===== src/rtl/atm_session_arbiter.sv =====
`default_nettype none
// =============================================================================
// Module   : atm_session_arbiter
// Brief    : Round-robin sharing of one ATM transaction core among card slots.
// Revision : 1.0
// =============================================================================
module atm_session_arbiter #(
    parameter int N_REQ       = 4,
    parameter int TIMEOUT_CYC = 1000
) (
    input  logic                  CLK,
    input  logic                  RESET,
    input  logic [N_REQ-1:0]      REQ,
    input  logic [N_REQ-1:0]      TIPO_TARJETA_IN,
    input  logic [4*N_REQ-1:0]    DIGITO_IN,
    input  logic [N_REQ-1:0]      DIGITO_STB_IN,
    input  logic [N_REQ-1:0]      TIPO_TRANS_IN,
    input  logic [32*N_REQ-1:0]   MONTO_IN,
    input  logic [N_REQ-1:0]      MONTO_STB_IN,
    output logic                  CORE_RESET_N,
    output logic                  CORE_TARJETA_RECIBIDA,
    output logic                  CORE_TIPO_DE_TARJETA,
    output logic [3:0]            CORE_DIGITO,
    output logic                  CORE_DIGITO_STB,
    output logic                  CORE_TIPO_TRANS,
    output logic [31:0]           CORE_MONTO,
    output logic                  CORE_MONTO_STB,
    input  logic                  CORE_BALANCE_ACTUALIZADO,
    input  logic                  CORE_ENTREGAR_DINERO,
    input  logic                  CORE_FONDOS_INSUFICIENTES,
    input  logic                  CORE_BLOQUEO,
    output logic [N_REQ-1:0]      GNT,
    output logic                  BUSY,
    output logic                  SESSION_TIMEOUT,
    output logic [N_REQ-1:0]      BLOQUEO_SLOT
);

    localparam int c_idx_w = $clog2(N_REQ);
    localparam int c_cnt_w = $clog2(TIMEOUT_CYC);

    localparam logic [c_idx_w:0]   c_n_req    = (c_idx_w+1)'(N_REQ);
    localparam logic [c_idx_w-1:0] c_last_idx = c_idx_w'(N_REQ-1);
    localparam logic [c_cnt_w-1:0] c_to_last  = c_cnt_w'(TIMEOUT_CYC-1);

    localparam logic [1:0] c_st_idle    = 2'd0;
    localparam logic [1:0] c_st_grant   = 2'd1;
    localparam logic [1:0] c_st_session = 2'd2;
    localparam logic [1:0] c_st_release = 2'd3;

    logic [1:0]         r_state;
    logic [1:0]         w_next_state;
    logic [N_REQ-1:0]   r_gnt;
    logic [c_idx_w-1:0] r_gidx;
    logic [c_idx_w-1:0] r_ptr;
    logic [c_cnt_w-1:0] r_cnt;
    logic               r_monto_seen;
    logic [N_REQ-1:0]   r_bloqueo;

    logic [N_REQ-1:0]   w_elig;
    logic [N_REQ-1:0]   w_rot;
    logic [c_idx_w:0]   w_sum;
    logic               w_found;
    logic [c_idx_w-1:0] w_pick_idx;
    logic [N_REQ-1:0]   w_pick_oh;
    logic               w_end;
    logic               w_fin;

    // Search rotated so bit 0 is the pointer slot; map the winner back with a wrap.
    always_comb begin
        w_elig     = REQ & ~r_bloqueo;
        w_rot      = N_REQ'({w_elig, w_elig} >> r_ptr);
        w_found    = 1'b0;
        w_sum      = '0;
        w_pick_oh  = '0;
        for (int i = 0; i < N_REQ; i++) begin
            if (!w_found && w_rot[i]) begin
                w_found = 1'b1;
                w_sum   = {1'b0, r_ptr} + (c_idx_w+1)'(i);
            end
        end
        w_pick_idx = c_idx_w'((w_sum >= c_n_req) ? (w_sum - c_n_req) : w_sum);
        if (w_found) begin
            w_pick_oh[w_pick_idx] = 1'b1;
        end
    end

    always_ff @(posedge CLK or posedge RESET) begin
        if (RESET) begin
            r_state <= c_st_idle;
        end else begin
            r_state <= w_next_state;
        end
    end

    always_comb begin
        w_next_state          = r_state;
        w_end                 = 1'b0;
        w_fin                 = 1'b0;
        CORE_RESET_N          = 1'b0;
        CORE_TARJETA_RECIBIDA = 1'b0;
        CORE_TIPO_DE_TARJETA  = 1'b0;
        CORE_DIGITO           = '0;
        CORE_DIGITO_STB       = 1'b0;
        CORE_TIPO_TRANS       = 1'b0;
        CORE_MONTO            = '0;
        CORE_MONTO_STB        = 1'b0;
        SESSION_TIMEOUT       = 1'b0;
        case (r_state)
            c_st_idle: begin
                if (w_found) begin
                    w_next_state = c_st_grant;
                end
            end
            c_st_grant: begin
                CORE_RESET_N          = 1'b1;
                CORE_TARJETA_RECIBIDA = 1'b1;
                CORE_TIPO_DE_TARJETA  = TIPO_TARJETA_IN[r_gidx];
                w_next_state          = c_st_session;
            end
            c_st_session: begin
                CORE_RESET_N         = 1'b1;
                CORE_TIPO_DE_TARJETA = TIPO_TARJETA_IN[r_gidx];
                CORE_DIGITO          = DIGITO_IN[{r_gidx, 2'b00} +: 4];
                CORE_DIGITO_STB      = DIGITO_STB_IN[r_gidx];
                CORE_TIPO_TRANS      = TIPO_TRANS_IN[r_gidx];
                CORE_MONTO           = MONTO_IN[{r_gidx, 5'b00000} +: 32];
                CORE_MONTO_STB       = MONTO_STB_IN[r_gidx];
                // An early balance update is the other-bank fee, not a completed transaction.
                w_fin = CORE_ENTREGAR_DINERO | CORE_FONDOS_INSUFICIENTES |
                        (CORE_BALANCE_ACTUALIZADO & r_monto_seen);
                SESSION_TIMEOUT = (r_cnt == c_to_last) & ~CORE_BLOQUEO &
                                  REQ[r_gidx] & ~w_fin;
                w_end = CORE_BLOQUEO | ~REQ[r_gidx] | w_fin | SESSION_TIMEOUT;
                if (w_end) begin
                    w_next_state = c_st_release;
                end
            end
            c_st_release: begin
                w_next_state = c_st_idle;
            end
            default: begin
                w_next_state = c_st_idle;
            end
        endcase
    end

    always_ff @(posedge CLK or posedge RESET) begin
        if (RESET) begin
            r_gnt        <= '0;
            r_gidx       <= '0;
            r_ptr        <= '0;
            r_cnt        <= '0;
            r_monto_seen <= 1'b0;
            r_bloqueo    <= '0;
        end else begin
            case (r_state)
                c_st_idle: begin
                    if (w_found) begin
                        r_gnt  <= w_pick_oh;
                        r_gidx <= w_pick_idx;
                    end
                end
                c_st_grant: begin
                    r_cnt <= '0;
                end
                c_st_session: begin
                    if (w_end) begin
                        r_gnt <= '0;
                    end
                    if (CORE_BLOQUEO) begin
                        r_bloqueo[r_gidx] <= 1'b1;
                    end
                    if (CORE_DIGITO_STB || CORE_MONTO_STB) begin
                        r_cnt <= '0;
                    end else begin
                        r_cnt <= r_cnt + 1'b1;
                    end
                    if (CORE_MONTO_STB) begin
                        r_monto_seen <= 1'b1;
                    end
                end
                c_st_release: begin
                    r_monto_seen <= 1'b0;
                    r_ptr        <= (r_gidx == c_last_idx) ? '0 : r_gidx + 1'b1;
                end
                default: begin
                    r_gnt <= '0;
                end
            endcase
        end
    end

    assign GNT          = r_gnt;
    assign BUSY         = (r_state != c_st_idle);
    assign BLOQUEO_SLOT = r_bloqueo;

endmodule
`default_nettype wire


===== config.mk =====
export PLATFORM = sky130hd
export DESIGN_NAME = atm_session_arbiter
export DESIGN_NICKNAME = d
export VERILOG_FILES = /design/src/rtl/atm_session_arbiter.sv
export SDC_FILE = /design/constraint.sdc
export NUM_CORES = 1
export LEC_CHECK = 0
export ABC_AREA = 1
export ABC_CLOCK_PERIOD_IN_PS = 3270
export BUFFER_PORTS_ARGS = -buffer_cell sky130_fd_sc_hd__buf_2
export CORE_AREA = 2 2 85 87
export CTS_CLUSTER_SIZE = 30
export DETAILED_ROUTE_END_ITERATION = 6
export DIE_AREA = 0 0 87 89
export PLACE_DENSITY_LB_ADDON = 0.1
export SYNTH_ARGS = -nofsm -noshare
export SYNTH_HDL_FRONTEND = slang
export SYNTH_SLANG_ARGS = --single-unit
export TNS_END_PERCENT = 1

===== constraint.sdc =====
create_clock -name CLK -period 3.27 [get_ports CLK]
set_input_delay 0.4905 -clock CLK [delete_from_list [all_inputs] [get_ports CLK]]
set_output_delay 0.4905 -clock CLK [all_outputs]
set_load 0.1 [all_outputs]

==> flow_metrics.tcl, run 1 <==
set metrics [dict create \
    crit_family "buffers and inverters" \
    synth_nets 688 \
    drt.antenna.violating_nets 0 \
    critPathBufInv 3 \
    crit_path_frequent_cell "nor2_1" \
    core_sq_mm 0.00672 \
    hold_viol_final 0 \
    cts_root_buf "clkbuf_8" \
    ys_types 36 \
    dp_hpwl_microns 9640 \
    antenna_found_initial 0 \
    ys_warn_count 0 \
    die_area_sq_mm 0.00774 \
    crit_type "flip-flop to primary output" \
    synthFlopType "dfrtp_1" \
    status "finished, final reports clean" \
    vias_per_cell 5.27 \
    crit_chain "inv_1, ha_1, inv_2, nor2_1, nand3_1, a31oi_1, nand2_1, nor2_1, buf_12" \
    post-synth-top-area-cell "nor2_1" \
    nets 887 \
    cp-end-kind "primary output" \
    wl_per_cell_microns 15.5 \
    met2_length_microns 6400 \
    track_usage_pct 29.2 \
    rsz0062_at_grt "false" \
    endpoint "SESSION_TIMEOUT" \
    synth_area_per_cell_sq_um 5.91 \
    overflow 0 \
    cts_hold_buf 0 \
    yosys.cell_count.top_type "nor2_1" \
    p_per_area_mw_per_mm2 131 \
    cts.path.max_buffers 2 \
    peakVddDrop_v 0.000175 \
    layout-drive-gt1-share_pct 38.5 \
    wl_microns 12200 \
    fmax_mhz 351 \
    yosys.area.top_type_share_pct 21.7 \
    seq_area_frac_synth_pct 20.8 \
    ys_top_cells_by_count "nor2_1, o21ai_0, nand2_1, a21oi_1, dfrtp_1" \
    ys_ff_latch 25 \
    setup_tns_ps 0 \
    wl_met1_microns 4620 \
    nFillCells 608 \
    synth_edf_count 0 \
    grt_pass1_vias 3781 \
    path_max_fanout 11 \
    worstMarginPinSlew_ps 950 \
    gp_congestion 0.870 \
    floorplan.initialDensity_pct 44.7 \
    clk_latency_ps 270 \
    first_pass_iters 4 \
    startpoint "r_state[0]" \
    timing.rr.end "GNT[0]" \
    post_cts_buffers 0 \
    wl_met3_microns 976 \
    worst_setup_path_start_kind "flip-flop" \
    cts_tree "built" \
    r2r_cells 11 \
    grt_pass1_wl_microns 18100 \
    drv_slew 0 \
    crit_required_ps 2780 \
    grt_max_degree 66 \
    rr_startpoint "r_state[0]" \
    synthCells 508 \
    cts.htree.levels 1 \
    synth_top_cells_by_area "nor2_1, dfrtp_1, o21ai_0" \
    skew_ps 4.38 \
    rows 30 \
    io_buffers 221 \
    synth-async-reset-ratio_pct 100 \
    die_y_microns 89 \
    drt_iter0_drc 308 \
    cp_slowest_cell "ha_1" \
    num_vias 4143 \
    cts_buffers 3 \
    die_w_microns 87 \
    top_layer "met4" \
    crit_cells 9 \
    leakagePower_uw 0.00226 \
    cts.sinks 25 \
    antenna_cells 0 \
    syn_to_final_growth_pct 57.6 \
    fin_crit_ps 2850 \
    ctsResizeCount 0 \
    num_io_pins 222 \
    max_stage_delay_ps 450 \
    drc 0 \
    finalPower_uw 618 \
    r2r_slack_ps 1050 \
    arrival_ps 2360 \
    finalSetupViolations 0 \
    syn-cell-area_sq_mm 0.00300 \
    post-route-period-util_pct 87.0 \
    hp-class "primary input to asynchronous set/reset pin" \
    maxCapViolations 0 \
    clk_pin_slew_worst_paths_ps 90 \
    slew_headroom_pct 36.6 \
]
-- stage by stage --
step	util, %	setup slack (ps)	instance area, sq um	hold WS, ps	cells
after floorplan	-	190	3010	479	508
after global placement	69.8	846	4690	462	782
after detailed placement	69.8	745	4690	466	782
after CTS	70.5	443	4730	461	786
after global routing	70.5	194	4730	503	786
final	70.5	424	4730	423	786
-- placed cells by master, fill, tap and decap left out, types with 3 or more instances in the layout --
cell and n:
nand3_2 9, inv_1 14, buf_4 5, nand2_2 6
buf_2 182, buf_12 40, a21oi_1 42, clkbuf_8 3
inv_2 8, dfrtp_1 24, nor3_2 4, nand2_1 44
o21ai_0 84, nor2_1 174, o21ai_1 4, ha_1 10
nand3_1 24
-- cell type report --
type,count,area [sq um],area share [%]
Sequential cell,25,627,13.2
Timing Repair Buffer,227,1750,36.9
Clock buffer,4,45.0,0.951
Multi-Input combinational cell,426,2110,44.6
Tap cell,80,100,2.11
Inverter,24,100,2.11
-- routing by layer --
| layer | track usage, % | vias up |
|---|---|---|
| li1 | - | 2062 |
| met1 | 34.0 | 1877 |
| met2 | 55.2 | 190 |
| met3 | 6.56 | 14 |
| met4 | 5.26 | 0 |
| met5 | 0 | - |
-- report_power, final --
group          leakage (uW)  internal, uW  switching [uW]  total [uW]
registers          0.000281           309               0         309
clock network     0.0000228          87.3            97.1         184
logic               0.00196          77.3            48.0         125
-- registers in the layout (all words and copies together) (netlist names) --
| register | cells |
|---|---|
| r_cnt | 10 |
| BLOQUEO_SLOT | 4 |
| GNT | 4 |
| r_gidx | 2 |
| r_ptr | 2 |
| r_state | 2 |
| r_monto_seen | 1 |
-- worst register-to-register path: cells and delay by family (launching register included) --
family	cells	cell delay [ps]
AO/OA/AOI/OAI	2	330
adder cells (fa/ha/maj)	1	450
buffers and inverters	2	340
flip-flops	1	420
AND/OR/NAND/NOR	6	570
-- worst min path at each step --
stage,slack (ps),startpoint,to
floorplan,480,r_cnt[0],r_cnt[0]
global placement,460,GNT[2],GNT[2]
detailed placement,470,GNT[2],GNT[2]
CTS,460,RESET,GNT[2]
global route,500,RESET,r_cnt[6]
finish,420,RESET,GNT[2]
-- cell families after synthesis --
family	count (synthesis)	share of synthesized area, %
AND/OR/NAND/NOR	275	41.3
AO/OA/AOI/OAI	136	23.2
multiplexers	1	0.333
flip-flops	25	20.8
buffers and inverters	57	8.95
XOR/XNOR	4	1.17
adder cells (fa/ha/maj)	10	4.16
No activity file was read; power rests on OpenSTA's default activity.
==> run 2, diff against run 1 <==
--- a/config.mk
+++ b/config.mk
@@ -12,6 +12,7 @@
 export CTS_CLUSTER_SIZE = 30
 export DETAILED_ROUTE_END_ITERATION = 6
 export DIE_AREA = 0 0 87 89
+export MAX_ROUTING_LAYER = met4
 export PLACE_DENSITY_LB_ADDON = 0.1
 export SYNTH_ARGS = -nofsm -noshare
 export SYNTH_HDL_FRONTEND = slang
==> run 2 against run 1 <==
  * Worst hold slack better by 2.1 ps
  * Combinational power about the same
  * Largest cell class unchanged
  * Largest power group unchanged
  * Register-to-register slack about the same
  * Core utilization unchanged
  * Sequential power about the same
  * Global-route usage up 0.78 points
==> flow_metrics.tcl, run 2 (synthesis results as in run 1) <==
set metrics [dict create \
    status "finished, final reports clean" \
    finalPower_uw 618 \
    ctsResizeCount 0 \
    leakagePower_uw 0.00226 \
    crit_required_ps 2780 \
    dp_hpwl_microns 9640 \
    cp-end-kind "primary output" \
    final_common_cell "buf_2" \
    hp-class "primary input to asynchronous set/reset pin" \
    antenna_found_initial 0 \
    layout-drive-gt1-share_pct 38.5 \
    cts_root_buf "clkbuf_8" \
    worstMarginPinSlew_ps 956 \
    floorplan.initialDensity_pct 44.7 \
    io_buffers 221 \
    final_cell_mix "buf_2, nor2_1, o21ai_0, nand2_1, a21oi_1" \
    cts_hold_buf 0 \
    grt_pass1_wl_microns 18000 \
    drt.antenna.violating_nets 0 \
    fin_crit_ps 2840 \
    grt_max_degree 66 \
    grt_pass1_vias 3796 \
    overflow 0 \
    num_io_pins 222 \
    cts_buffers 3 \
    finalSetupViolations 0 \
    num_vias 4179 \
    post-route-period-util_pct 86.8 \
    path_max_fanout 11 \
    antenna_cells 0 \
    drv_slew 0 \
    setup_tns_ps 0 \
    clk_latency_ps 270 \
    cts.sinks 25 \
    slew_headroom_pct 36.2 \
    nFillCells 608 \
    hold_viol_final 0 \
    rows 30 \
    nets 887 \
    wl_microns 12200 \
    track_usage_pct 30.0 \
    cts.path.max_buffers 2 \
    gp_congestion 0.885 \
    peakVddDrop_v 0.000174 \
    fmax_mhz 352 \
    drt_iter0_drc 323 \
    timing.final.ws_setup_ps 432 \
    first_pass_iters 5 \
    die_area_sq_mm 0.00774 \
    wl_per_cell_microns 15.5 \
    worst_setup_path_start_kind "flip-flop" \
    clk_pin_slew_worst_paths_ps 90 \
    cts_tree "built" \
    arrival_ps 2350 \
    top_register "r_cnt" \
    p_per_area_mw_per_mm2 131 \
    post_cts_buffers 0 \
    syn_to_final_growth_pct 57.6 \
    cts.htree.levels 1 \
    maxCapViolations 0 \
    largest_register_ffs 10 \
    core_sq_mm 0.00672 \
    die_y_microns 89 \
    drc 0 \
    fin_cells 786 \
    pre_cts_ws_ps 745 \
    vias_per_cell 5.32 \
    rsz0062_at_grt "false" \
    dp_cells 782 \
    skew_ps 4.64 \
    crit_type "flip-flop to primary output" \
    die_w_microns 87 \
]
-- run 2: critical path: stages (launching register included) --
cell	delay (ps)
dfrtp_1	430
inv_1	120
ha_1	450
inv_2	210
nor2_1	130
nand3_1	80
a31oi_1	180
nand2_1	80
nor2_1	190
buf_12	210
-- run 2: cell type report --
cell class / instances / area, sq um / area share (%)
inverter: 24 / 100 / 2.11
timing repair buffer: 227 / 1750 / 36.9
sequential: 25 / 627 / 13.2
clock buffer: 4 / 45.0 / 0.951
multi-input combinational: 426 / 2110 / 44.6
tap: 80 / 100 / 2.11
-- run 2: path summary, 6_finish.rpt --
check	end	startpoint	cells past startpoint	slack, ps
min in group CLK	GNT[2]	GNT[2]	2	490
worst max-delay path	SESSION_TIMEOUT	r_state[0]	9	430
max in group asynchronous	r_gidx[0]	RESET	2	2200
worst min-delay path	GNT[2]	RESET	2	420
worst min register to register	GNT[2]	GNT[2]	2	490
worst max register to register	GNT[0]	r_state[0]	11	1060
-- run 2: routing by layer --
layer / vias to the layer above / global-route usage, % / part of all wire, %
met3: 16 / 5.82 / 8.3
li1: 2062 / - / -
met4: 0 / 5.54 / 1.5
met2: 214 / 55.4 / 54
met1: 1887 / 33.9 / 37
met5: - / - / 0
-- run 2: metrics by stage --
| stage | utilization (%) | instance area [sq um] | hold slack [ps] |
|---|---|---|---|
| 2_1_floorplan | - | 3010 | 479 |
| 3_3_place_gp | 69.8 | 4690 | 462 |
| 3_5_place_dp | 69.8 | 4690 | 466 |
| 4_1_cts | 70.5 | 4730 | 461 |
| 5_1_grt | 70.5 | 4730 | 503 |
| 6_report | 70.5 | 4730 | 425 |
-- run 2: report_power, final --
part | internal, uW | leakage (uW) | switching [uW] | total [uW]
Combinational | 77.3 | 0.00196 | 48.3 | 126
Sequential | 309 | 0.000281 | 0 | 309
Clock | 87.3 | 0.0000228 | 96.8 | 184
